### src/rtl/i2c_arb_pkg.sv
// Shared types and constants for the I2C master arbiter: FSM encoding, field
// widths and the bus-free guard length derived from the clock and SCL rates.
package i2c_arb_pkg;

    typedef enum logic [1:0] {
        ST_IDLE  = 2'd0,
        ST_START = 2'd1,
        ST_XFER  = 2'd2,
        ST_GUARD = 2'd3
    } arb_state_e;

    localparam int ADDR_W = 7;
    localparam int DATA_W = 8;
    localparam int CNT_W  = 8;

    // Two SCL periods cover the STOP condition plus the minimum bus-free time.
    function automatic int guard_cycles(input int clock_freq, input int scl_freq);
        longint prod;
        prod = 64'sd2 * longint'(clock_freq);
        return int'(prod / longint'(scl_freq));
    endfunction

endpackage

### src/rtl/rr_arbiter.sv
// Combinational round-robin selector: the search starts one position after the
// previous winner and wraps, returning a one-hot grant and a valid flag.
module rr_arbiter #(
    parameter int G_NB_REQ = 2,
    parameter int IDX_W    = 1
) (
    input  logic [G_NB_REQ-1:0] req,
    input  logic [IDX_W-1:0]    last,
    output logic [G_NB_REQ-1:0] grant,
    output logic                valid
);

    logic hit;

    // Walk offsets 1..N from the last winner; the first asserted request wins.
    always_comb begin
        grant = '0;
        valid = 1'b0;
        hit   = 1'b0;
        for (int i = 1; i <= G_NB_REQ; i++) begin
            for (int k = 0; k < G_NB_REQ; k++) begin
                hit      = (k == ((int'(last) + i) % G_NB_REQ));
                grant[k] = grant[k] | (hit & req[k] & ~valid);
                valid    = valid | (hit & req[k]);
            end
        end
    end

endmodule

### src/rtl/i2c_master_arbiter.sv
// Shares one i2c_master between G_NB_REQ requesters: round-robin grant, one
// transaction at a time, byte counting, watchdog and a bus-free guard period.
module i2c_master_arbiter
    import i2c_arb_pkg::*;
#(
    parameter int G_NB_REQ      = 2,
    parameter int G_CLOCK_FREQ  = 50_000_000,
    parameter int G_SCL_FREQ    = 400_000,
    parameter int G_TIMEOUT_CYC = 1_000_000
) (
    input  logic                         clk,
    input  logic                         rst_n,
    input  logic [G_NB_REQ-1:0]          i_req,
    input  logic [G_NB_REQ-1:0]          i_rw,
    input  logic [ADDR_W*G_NB_REQ-1:0]   i_chip_addr,
    input  logic [DATA_W*G_NB_REQ-1:0]   i_nb_data,
    input  logic [DATA_W*G_NB_REQ-1:0]   i_wdata,
    output logic [G_NB_REQ-1:0]          o_grant,
    output logic [G_NB_REQ-1:0]          o_done,
    output logic [G_NB_REQ-1:0]          o_error,
    output logic [G_NB_REQ-1:0]          o_rdata_valid,
    output logic [G_NB_REQ-1:0]          o_wdata_req,
    output logic [DATA_W-1:0]            o_rdata,
    output logic                         o_start,
    output logic                         o_rw,
    output logic [ADDR_W-1:0]            o_chip_addr,
    output logic [DATA_W-1:0]            o_nb_data,
    output logic [DATA_W-1:0]            o_wdata,
    input  logic [DATA_W-1:0]            i_rdata,
    input  logic                         i_rdata_valid,
    input  logic                         i_next_wdata_rdy,
    input  logic                         i_sack_error
);

    localparam int IDX_W     = $clog2(G_NB_REQ);
    localparam int GUARD_CYC = guard_cycles(G_CLOCK_FREQ, G_SCL_FREQ);
    localparam logic [IDX_W-1:0] LAST_RST  = IDX_W'(G_NB_REQ - 1);
    localparam logic [31:0]      GUARD_M1  = 32'(GUARD_CYC - 1);
    localparam logic [31:0]      TMO_M1    = 32'(G_TIMEOUT_CYC - 1);

    arb_state_e             state_r, state_s;
    logic [IDX_W-1:0]       last_r, gnt_idx_r, win_idx_s;
    logic [G_NB_REQ-1:0]    win_oh_s;
    logic                   win_valid_s;
    logic                   win_rw_s;
    logic [ADDR_W-1:0]      win_addr_s;
    logic [CNT_W-1:0]       win_nb_s;

    logic                   rw_r, err_r;
    logic [ADDR_W-1:0]      addr_r;
    logic [CNT_W-1:0]       nb_r, byte_cnt_r;
    logic [31:0]            wd_cnt_r, guard_cnt_r;

    logic                   byte_evt_s, last_byte_s, timeout_s, guard_end_s;
    logic [G_NB_REQ-1:0]    grant_s, done_s, error_s, rdv_s, wreq_s;
    logic                   start_s;
    logic [G_NB_REQ-1:0]    grant_r, done_r, error_r, rdv_r, wreq_r;
    logic                   start_r;
    logic [DATA_W-1:0]      rdata_r, wdata_s;

    rr_arbiter #(
        .G_NB_REQ (G_NB_REQ),
        .IDX_W    (IDX_W)
    ) u_rr (
        .req   (i_req),
        .last  (last_r),
        .grant (win_oh_s),
        .valid (win_valid_s)
    );

    // Winner index and request fields selected by the one-hot grant.
    always_comb begin
        win_idx_s  = '0;
        win_rw_s   = 1'b0;
        win_addr_s = '0;
        win_nb_s   = '0;
        for (int k = 0; k < G_NB_REQ; k++) begin
            win_idx_s  = win_idx_s  | ({IDX_W{win_oh_s[k]}} & IDX_W'(k));
            win_rw_s   = win_rw_s   | (win_oh_s[k] & i_rw[k]);
            win_addr_s = win_addr_s | ({ADDR_W{win_oh_s[k]}} & i_chip_addr[k*ADDR_W +: ADDR_W]);
            win_nb_s   = win_nb_s   | ({CNT_W{win_oh_s[k]}} & i_nb_data[k*DATA_W +: DATA_W]);
        end
    end

    assign byte_evt_s  = rw_r ? i_rdata_valid : i_next_wdata_rdy;
    assign last_byte_s = byte_evt_s && ((byte_cnt_r + 8'd1) == nb_r);
    assign timeout_s   = (wd_cnt_r == TMO_M1);
    // A zero-length request passes through GUARD without waiting.
    assign guard_end_s = (nb_r == 8'd0) || (guard_cnt_r == GUARD_M1);

    // State register.
    always_ff @(posedge clk or negedge rst_n) begin
        if (!rst_n) begin
            state_r <= ST_IDLE;
        end else begin
            state_r <= state_s;
        end
    end

    // Next-state logic.
    always_comb begin
        state_s = state_r;
        case (state_r)
            ST_IDLE: begin
                if (win_valid_s) begin
                    state_s = (win_nb_s == 8'd0) ? ST_GUARD : ST_START;
                end else begin
                    state_s = ST_IDLE;
                end
            end
            ST_START: state_s = ST_XFER;
            ST_XFER: begin
                if (i_sack_error || last_byte_s || timeout_s) begin
                    state_s = ST_GUARD;
                end else begin
                    state_s = ST_XFER;
                end
            end
            ST_GUARD: begin
                if (guard_end_s) begin
                    state_s = ST_IDLE;
                end else begin
                    state_s = ST_GUARD;
                end
            end
            default: state_s = ST_IDLE;
        endcase
    end

    // Next values of the registered requester-facing and master-facing strobes.
    always_comb begin
        grant_s = '0;
        done_s  = '0;
        error_s = '0;
        rdv_s   = '0;
        wreq_s  = '0;
        start_s = (state_s == ST_START);
        if (state_s == ST_IDLE) begin
            grant_s = '0;
        end else if (state_r == ST_IDLE) begin
            grant_s = win_oh_s;
        end else begin
            grant_s = grant_r;
        end
        if ((state_r == ST_GUARD) && guard_end_s) begin
            done_s  = grant_r;
            error_s = err_r ? grant_r : '0;
        end else begin
            done_s  = '0;
            error_s = '0;
        end
        if (state_r == ST_XFER) begin
            rdv_s  = i_rdata_valid    ? grant_r : '0;
            wreq_s = i_next_wdata_rdy ? grant_r : '0;
        end else begin
            rdv_s  = '0;
            wreq_s = '0;
        end
    end

    // Output registers.
    always_ff @(posedge clk or negedge rst_n) begin
        if (!rst_n) begin
            grant_r <= '0;
            done_r  <= '0;
            error_r <= '0;
            rdv_r   <= '0;
            wreq_r  <= '0;
            start_r <= 1'b0;
            rdata_r <= '0;
        end else begin
            grant_r <= grant_s;
            done_r  <= done_s;
            error_r <= error_s;
            rdv_r   <= rdv_s;
            wreq_r  <= wreq_s;
            start_r <= start_s;
            rdata_r <= i_rdata;
        end
    end

    // Transaction context, byte/watchdog/guard counters and round-robin pointer.
    always_ff @(posedge clk or negedge rst_n) begin
        if (!rst_n) begin
            last_r      <= LAST_RST;
            gnt_idx_r   <= '0;
            rw_r        <= 1'b0;
            addr_r      <= '0;
            nb_r        <= '0;
            byte_cnt_r  <= '0;
            wd_cnt_r    <= '0;
            guard_cnt_r <= '0;
            err_r       <= 1'b0;
        end else begin
            case (state_r)
                ST_IDLE: begin
                    if (win_valid_s) begin
                        gnt_idx_r   <= win_idx_s;
                        rw_r        <= win_rw_s;
                        addr_r      <= win_addr_s;
                        nb_r        <= win_nb_s;
                        byte_cnt_r  <= '0;
                        wd_cnt_r    <= '0;
                        guard_cnt_r <= '0;
                        err_r       <= (win_nb_s == 8'd0);
                    end
                end
                ST_START: begin
                    wd_cnt_r <= wd_cnt_r + 32'd1;
                end
                ST_XFER: begin
                    wd_cnt_r <= wd_cnt_r + 32'd1;
                    if (byte_evt_s) begin
                        byte_cnt_r <= byte_cnt_r + 8'd1;
                    end
                    if (i_sack_error || timeout_s) begin
                        err_r <= 1'b1;
                    end
                end
                ST_GUARD: begin
                    guard_cnt_r <= guard_cnt_r + 32'd1;
                    if (guard_end_s) begin
                        last_r <= gnt_idx_r;
                    end
                end
                default: begin
                    err_r <= err_r;
                end
            endcase
        end
    end

    // Write data follows whichever requester currently holds the grant.
    always_comb begin
        wdata_s = '0;
        for (int k = 0; k < G_NB_REQ; k++) begin
            wdata_s = wdata_s | ({DATA_W{grant_r[k]}} & i_wdata[k*DATA_W +: DATA_W]);
        end
    end

    assign o_grant       = grant_r;
    assign o_done        = done_r;
    assign o_error       = error_r;
    assign o_rdata_valid = rdv_r;
    assign o_wdata_req   = wreq_r;
    assign o_rdata       = rdata_r;
    assign o_start       = start_r;
    assign o_rw          = rw_r;
    assign o_chip_addr   = addr_r;
    assign o_nb_data     = nb_r;
    assign o_wdata       = wdata_s;

endmodule
### config.mk
export PLATFORM = sky130hd
export DESIGN_NAME = i2c_master_arbiter
export DESIGN_NICKNAME = d
export VERILOG_FILES = /design/src/rtl/i2c_arb_pkg.sv /design/src/rtl/rr_arbiter.sv /design/src/rtl/i2c_master_arbiter.sv
export SDC_FILE = /design/constraint.sdc
export NUM_CORES = 1
export LEC_CHECK = 0
export CORE_MARGIN = 4
export CORE_UTILIZATION = 53
export CTS_CLUSTER_DIAMETER = 150
export DETAILED_ROUTE_END_ITERATION = 8
export PLACE_DENSITY = 0.9
export SYNTH_ARGS = -nofsm -noshare
export SYNTH_HDL_FRONTEND = slang
export SYNTH_SLANG_ARGS = --single-unit
export TNS_END_PERCENT = 10
### constraint.sdc
create_clock -name clk -period 2.8 [get_ports clk]
set_input_delay 0.28 -clock clk [delete_from_list [all_inputs] [get_ports clk]]
set_output_delay 0.28 -clock clk [all_outputs]
set_load 0.005 [all_outputs]
; ---- Word level (Yosys, flattened, before mapping)
; Cells that the tools add are included.
[op_classes]
n_addsub = 5
n_eq_ne = 12
muxes = 24
bitwise = 29
reduce_logical = 23
[ops]
columns = op, n
row1 = $pmux W32 S2, 2
row2 = $add A32 B1 Y32 const B, 2
row3 = $logic_not A32 Y1, 2
row4 = $and A8 B8 Y8, 4
row5 = $eq A32 B20 Y1 const B, 1
row6 = $eq A32 B8 Y1 const B, 1
row7 = $mux W32, 1
row8 = $mux W2, 12
row9 = $logic_not A8 Y1, 2
row10 = $mux W8, 2
row11 = $or A8 B8 Y8, 2
row12 = $pmux W8 S2, 1
row13 = $and A7 B7 Y7, 2
row14 = $and A1 B1 Y1, 9
row15 = $add A8 B1 Y8 const B, 1
row16 = $eq A8 B8 Y1, 1
row17 = $pmux W2 S4, 1
row18 = $reduce_and A2 Y1, 4
row19 = $reduce_bool A2 Y1, 4
row20 = $or A7 B7 Y7, 1
row21 = $or A1 B1 Y1, 6
row22 = $reduce_and A3 Y1, 2
row23 = $eq A2 B1 Y1 const B, 2
row24 = $eq A2 B2 Y1 const A, 2
row25 = other kinds (12), 26
[totals]
ff_bits = 112
out_inout_bits = 43
wordCells = 110

; ---- Depth between registers and ports, before layout
[logic_depth]
ltp_word = 17
depth_mapped = 10
ltp_nobuf = 8

; ---- By module
; Synthesis repeated with hierarchy kept, for this count alone.
[hier_totals]
hier_cells = 584
hier_area_um2 = 5609.1
[modules_own_cells]
columns = mod, instances, cells_per_inst, area_each_um2, seq_area_each_um2
row1 = i2c_master_arbiter, 1, 580, 5584.1, 2803.9
row2 = rr_arbiter, 1, 4, 25.0, 0.0

; ---- Worst setup path before layout
; No wires, ideal clock.
[synth_timing]
path_type = register to register
from = reg state_r[0]
to = reg wd_cnt_r[22]
setup_time_ps = 132
arrival_time_ps = 2065
required_time_ps = 2668
path_slack_ps = 603
path_stages_with_launch = 11
n_path_buf = 2
path_cell_list = dfrtp_1 -> inv_1 -> ha_1 -> buf_2 -> nor3b_4 -> or3_1 -> buf_2 -> nor3_4 -> nand4_1 -> xor2_1 -> nor2_1
[synth_between]
elab_chain_cells = 4
[synth_lines]
columns = item, line
row1 = from (decl), i2c_master_arbiter.sv:41  ; arb_state_e state_r, state_s;
row2 = from (signal assigned), i2c_master_arbiter.sv:96  ; state_r <= state_s;
row3 = $eq A2 B2 Y1 or $eq A2 B1 Y1 (tied branches), i2c_master_arbiter.sv:195  ; case (state_r)
row4 = $reduce_or A2 Y1 (no source line), -
row5 = $reduce_bool A2 Y1 (no source line), -
row6 = $reduce_and A2 Y1 (no source line), -
row7 = to (signal assigned), i2c_master_arbiter.sv:209  ; wd_cnt_r <= wd_cnt_r + 32'd1;
row8 = to (signal assigned), i2c_master_arbiter.sv:212  ; wd_cnt_r <= wd_cnt_r + 32'd1;
row9 = to (decl), i2c_master_arbiter.sv:52  ; logic [31:0] wd_cnt_r, guard_cnt_r;
; Parallel ways exist; a longest one is shown, timed or not.
; A chain may end at the register's enable or synchronous reset.

; ---- Worst setup path after layout
; Ends and elaborated chain as after synthesis.

==> results.yml <==
run_status:
  status: "finished, final reports clean"
clock_network:
  postCtsSetupBuffers: 0
  insertion_delay_ns: 0.39
  path_clk_slew_ns: 0.11
  cts_resized: 0
  clkSinkCount: 112
  cts_tree: "done"
  htreeDepth: 3
  clockRootBuffer: "clkbuf_8"
  clockBufferDepth: 2
  holdBufCountCts: 0
  cts_buffers: 9
worst_setup_path:
  crit_type: "reg -> reg"
  crit-reg2reg-launch: "state_r[0]$_DFF_PN0_"
  endpoint_kind: "register"
  cp_slowest_cell: "or3_1"
  required_ns: 3.06
  crit_path_max_incr_delay_ns: 0.52
  r2r_cells: 8
  path_max_fanout: 8
  cp_cell_sequence: "inv_1, ha_1, nor3b_4, or3_1, nor3_4, nand4_1, xor2_1, nor2_1"
  arrival_ns: 2.72
  rrSetupSlack_ns: 0.34
  r2r-end: "wd_cnt_r[22]$_DFFE_PN0P_"
  cp-start-kind: "register"
timing:
  rsz0062_at_grt: "false"
  worst_pin_slew_ns: 0.909
  fin_skew_ns: 0.0107
  fin_tns_setup_ns: 0
  timing.final.crit_share_pct: 87.8
  fmax_mhz: 407
  finalSetupViolations: 0
  final_max_slew_viol_count: 0
  period_needed_ns: 2.46
  hold_viol: 0
  slew-limit-headroom_pct: 39.4
  hold_slack_ns: 0.0160
  layout_setup_ws_ns: 0.341
logic_synthesis:
  netlist_area_um2: 5630
  synthTopCellsByArea: "dfrtp_1 49%, xor2_1 6.1%, nand2_1 4.1%"
  synthCells: 573
  async_flop_share_pct: 100
  yosysSeqAreaShare_pct: 49.8
  synth_top_area_share_pct: 49.3
  yosys_most_used_dff: "dfrtp_1"
  yosys_warnings: 0
  synth.largest_area_cell: "dfrtp_1"
  synth.net_count: 644
  ys_types: 52
  ys_ff_latch: 112
  synth_enable_flop_cells: 0
  syn_avg_cell_area_um2: 9.83
routing:
  drt-wirelength-per-cell_um: 17.2
  vias: 4844
  via_per_inst: 5.91
  drt_iter0_drc: 432
  ant_nets: 0
  drt_wl_total_um: 14100
  drcViolationCount: 0
  first_pass_iters: 5
global_routing:
  antenna_found_initial: 0
  grt_max_degree: 71
  grt.overflow.total: 0
  grt_pass1_wl_um: 23300
  grt_pass1_vias: 4916
  grt_use_total_pct: 23.0
run:
  cap_violations: 0
cells_and_area:
  multi_input_area_um2: 2680
  seqCellArea_um2: 2800
  layout-drive-gt1-share_pct: 6.43
  num-fill-cells: 714
  instances_no_fill: 820
  layout.nets: 750
  n_antenna_cell: 0
  syn_to_final_growth_pct: 25.4
placed_design:
  portBuffers: 105
  place_ws_ns: 0.416
  gp_congestion: 0.824
  dp.cells: 804
  dp_hpwl_um: 10400
floorplanning:
  die_w_um: 111
  ios: 106
  die_area_um2: 12300
  fp.coreArea_um2: 10300
  start_util_pct: 54.5
  dieHeight_um: 111
  rows: 37
power_and_ir_drop:
  ir_worst_vdd_v: 0.000518
  finalPower_uw: 4900
  p_leak_uw: 0.00308
  p_per_area_nw_per_um2: 695
hold_path:
  min_path_type: "in -> async"
-- report_power, final --
part           total [uW]  leakage, uW  internal, uW  switching (uW)
Combinational        1790      0.00146           829             965
Sequential           2090      0.00151          1830             257
Clock                1020     0.000108           435             587
-- stage by stage --
step,instance area (um2),utilization [%]
global placement,6850,66.4
global route,7060,68.4
detailed placement,6850,66.4
finish,7060,68.4
floorplan,5630,-
CTS,7060,68.4
-- state kept, by name, summed over array words and instances, names as in the netlist, 2 cells and up --
signal / flops
o_chip_addr: 7
o_nb_data: 8
o_rdata_valid: 2
byte_cnt_r: 8
o_wdata_req: 2
guard_cnt_r: 32
o_error: 2
o_done: 2
o_rdata: 8
o_grant: 2
state_r: 2
wd_cnt_r: 32
-- area by class of cell --
type                       instances  area share [%]
clock buffer                       9            1.75
clock inverter                     7            1.19
inverter                          10           0.532
multi-input combinational        427            37.9
sequential                       112            39.7
tap                              136            2.41
timing repair buffer             119            16.5
-- kinds of logic (layout without fill, tap and decap cells) --
| kind of cell | count (synthesis) | in the layout | synth area share [%] |
|---|---|---|---|
| xor gates and xnor gates | 54 | 54 | 8.40 |
| DFF | 112 | 112 | 49.8 |
| and+or+nand+nor | 256 | 256 | 24.2 |
| buffers and inverters | 34 | 145 | 2.69 |
| muxes | 5 | 5 | 0.911 |
| AOI/OAI and AO/OA | 104 | 104 | 12.2 |
| adders and majority gates | 8 | 8 | 1.78 |
-- worst max-delay path: cells and delay by family (launching register included) --
kind | cells | cell delay [ns]
XOR/XNOR | 1 | 0.17
flip-flops | 1 | 0.41
adder cells (fa/ha/maj) | 1 | 0.30
buffers and inverters | 1 | 0.08
AND/OR/NAND/NOR | 5 | 1.37
-- Yosys cell counts (all sizes together) (2+ instances only) --
cell and count:
a22oi 10, and2 9, or3 14, xor2 39, and3 13, a21boi 2, o31ai 7, dfrtp 111
buf 8, nor3 12, and4 12, nand3 33, ha 8, nand4 14, nor4b 4, a32oi 6
o21ai 36, nor3b 3, nor2b 3, inv 10, xnor2 15, nor2 60, a22o 11, mux2i 4
nand2 61, or4 4, a31oi 2, o211ai 2, a21o 5, nor4 10, a21oi 16, clkbuf 16
-- worst max-delay path by stage --
stage	startpoint	end	cells past startpoint
after floorplan	state_r[0]$_DFF_PN0_	wd_cnt_r[22]$_DFFE_PN0P_	10
after global placement	i_req[1]	wd_cnt_r[22]$_DFFE_PN0P_	7
after detailed placement	i_req[1]	wd_cnt_r[19]$_DFFE_PN0P_	8
after CTS	state_r[0]$_DFF_PN0_	wd_cnt_r[22]$_DFFE_PN0P_	8
after global routing	state_r[0]$_DFF_PN0_	guard_cnt_r[23]$_DFFE_PN0P_	7
final	state_r[0]$_DFF_PN0_	wd_cnt_r[22]$_DFFE_PN0P_	8
-- placed cells by master (no fill, tap or decap), drive strengths merged, types with 2 or more instances in the layout --
cell type,synthesis,routed
nor3b,3,3
a22o,11,11
a21oi,16,16
nand3,33,33
a32oi,6,6
clkbuf,16,9
a22oi,10,10
nand2,61,61
o211ai,2,2
or4,4,4
dfrtp,111,111
a21boi,2,2
nor2b,3,3
o31ai,7,7
and3,13,13
inv,10,15
and2,9,9
nor4b,4,4
nor2,60,60
nand4,14,14
xor2,39,39
a31oi,2,2
clkdlybuf4s50,0,104
or3,14,14
nor4,10,10
ha,8,8
a21o,5,5
mux2i,4,4
nor3,12,12
and4,12,12
o21ai,36,36
buf,8,15
xnor2,15,15
-- layer usage --
layer / track usage (%) / wire length, um / vias up
li1: - / - / 2271
met1: 26.9 / 5550 / 2319
met2: 40.3 / 7160 / 219
met3: 6.22 / 1010 / 35
met4: 9.16 / 347 / 0
met5: 0 / 0 / -
No activity file was read; power rests on OpenSTA's default activity.
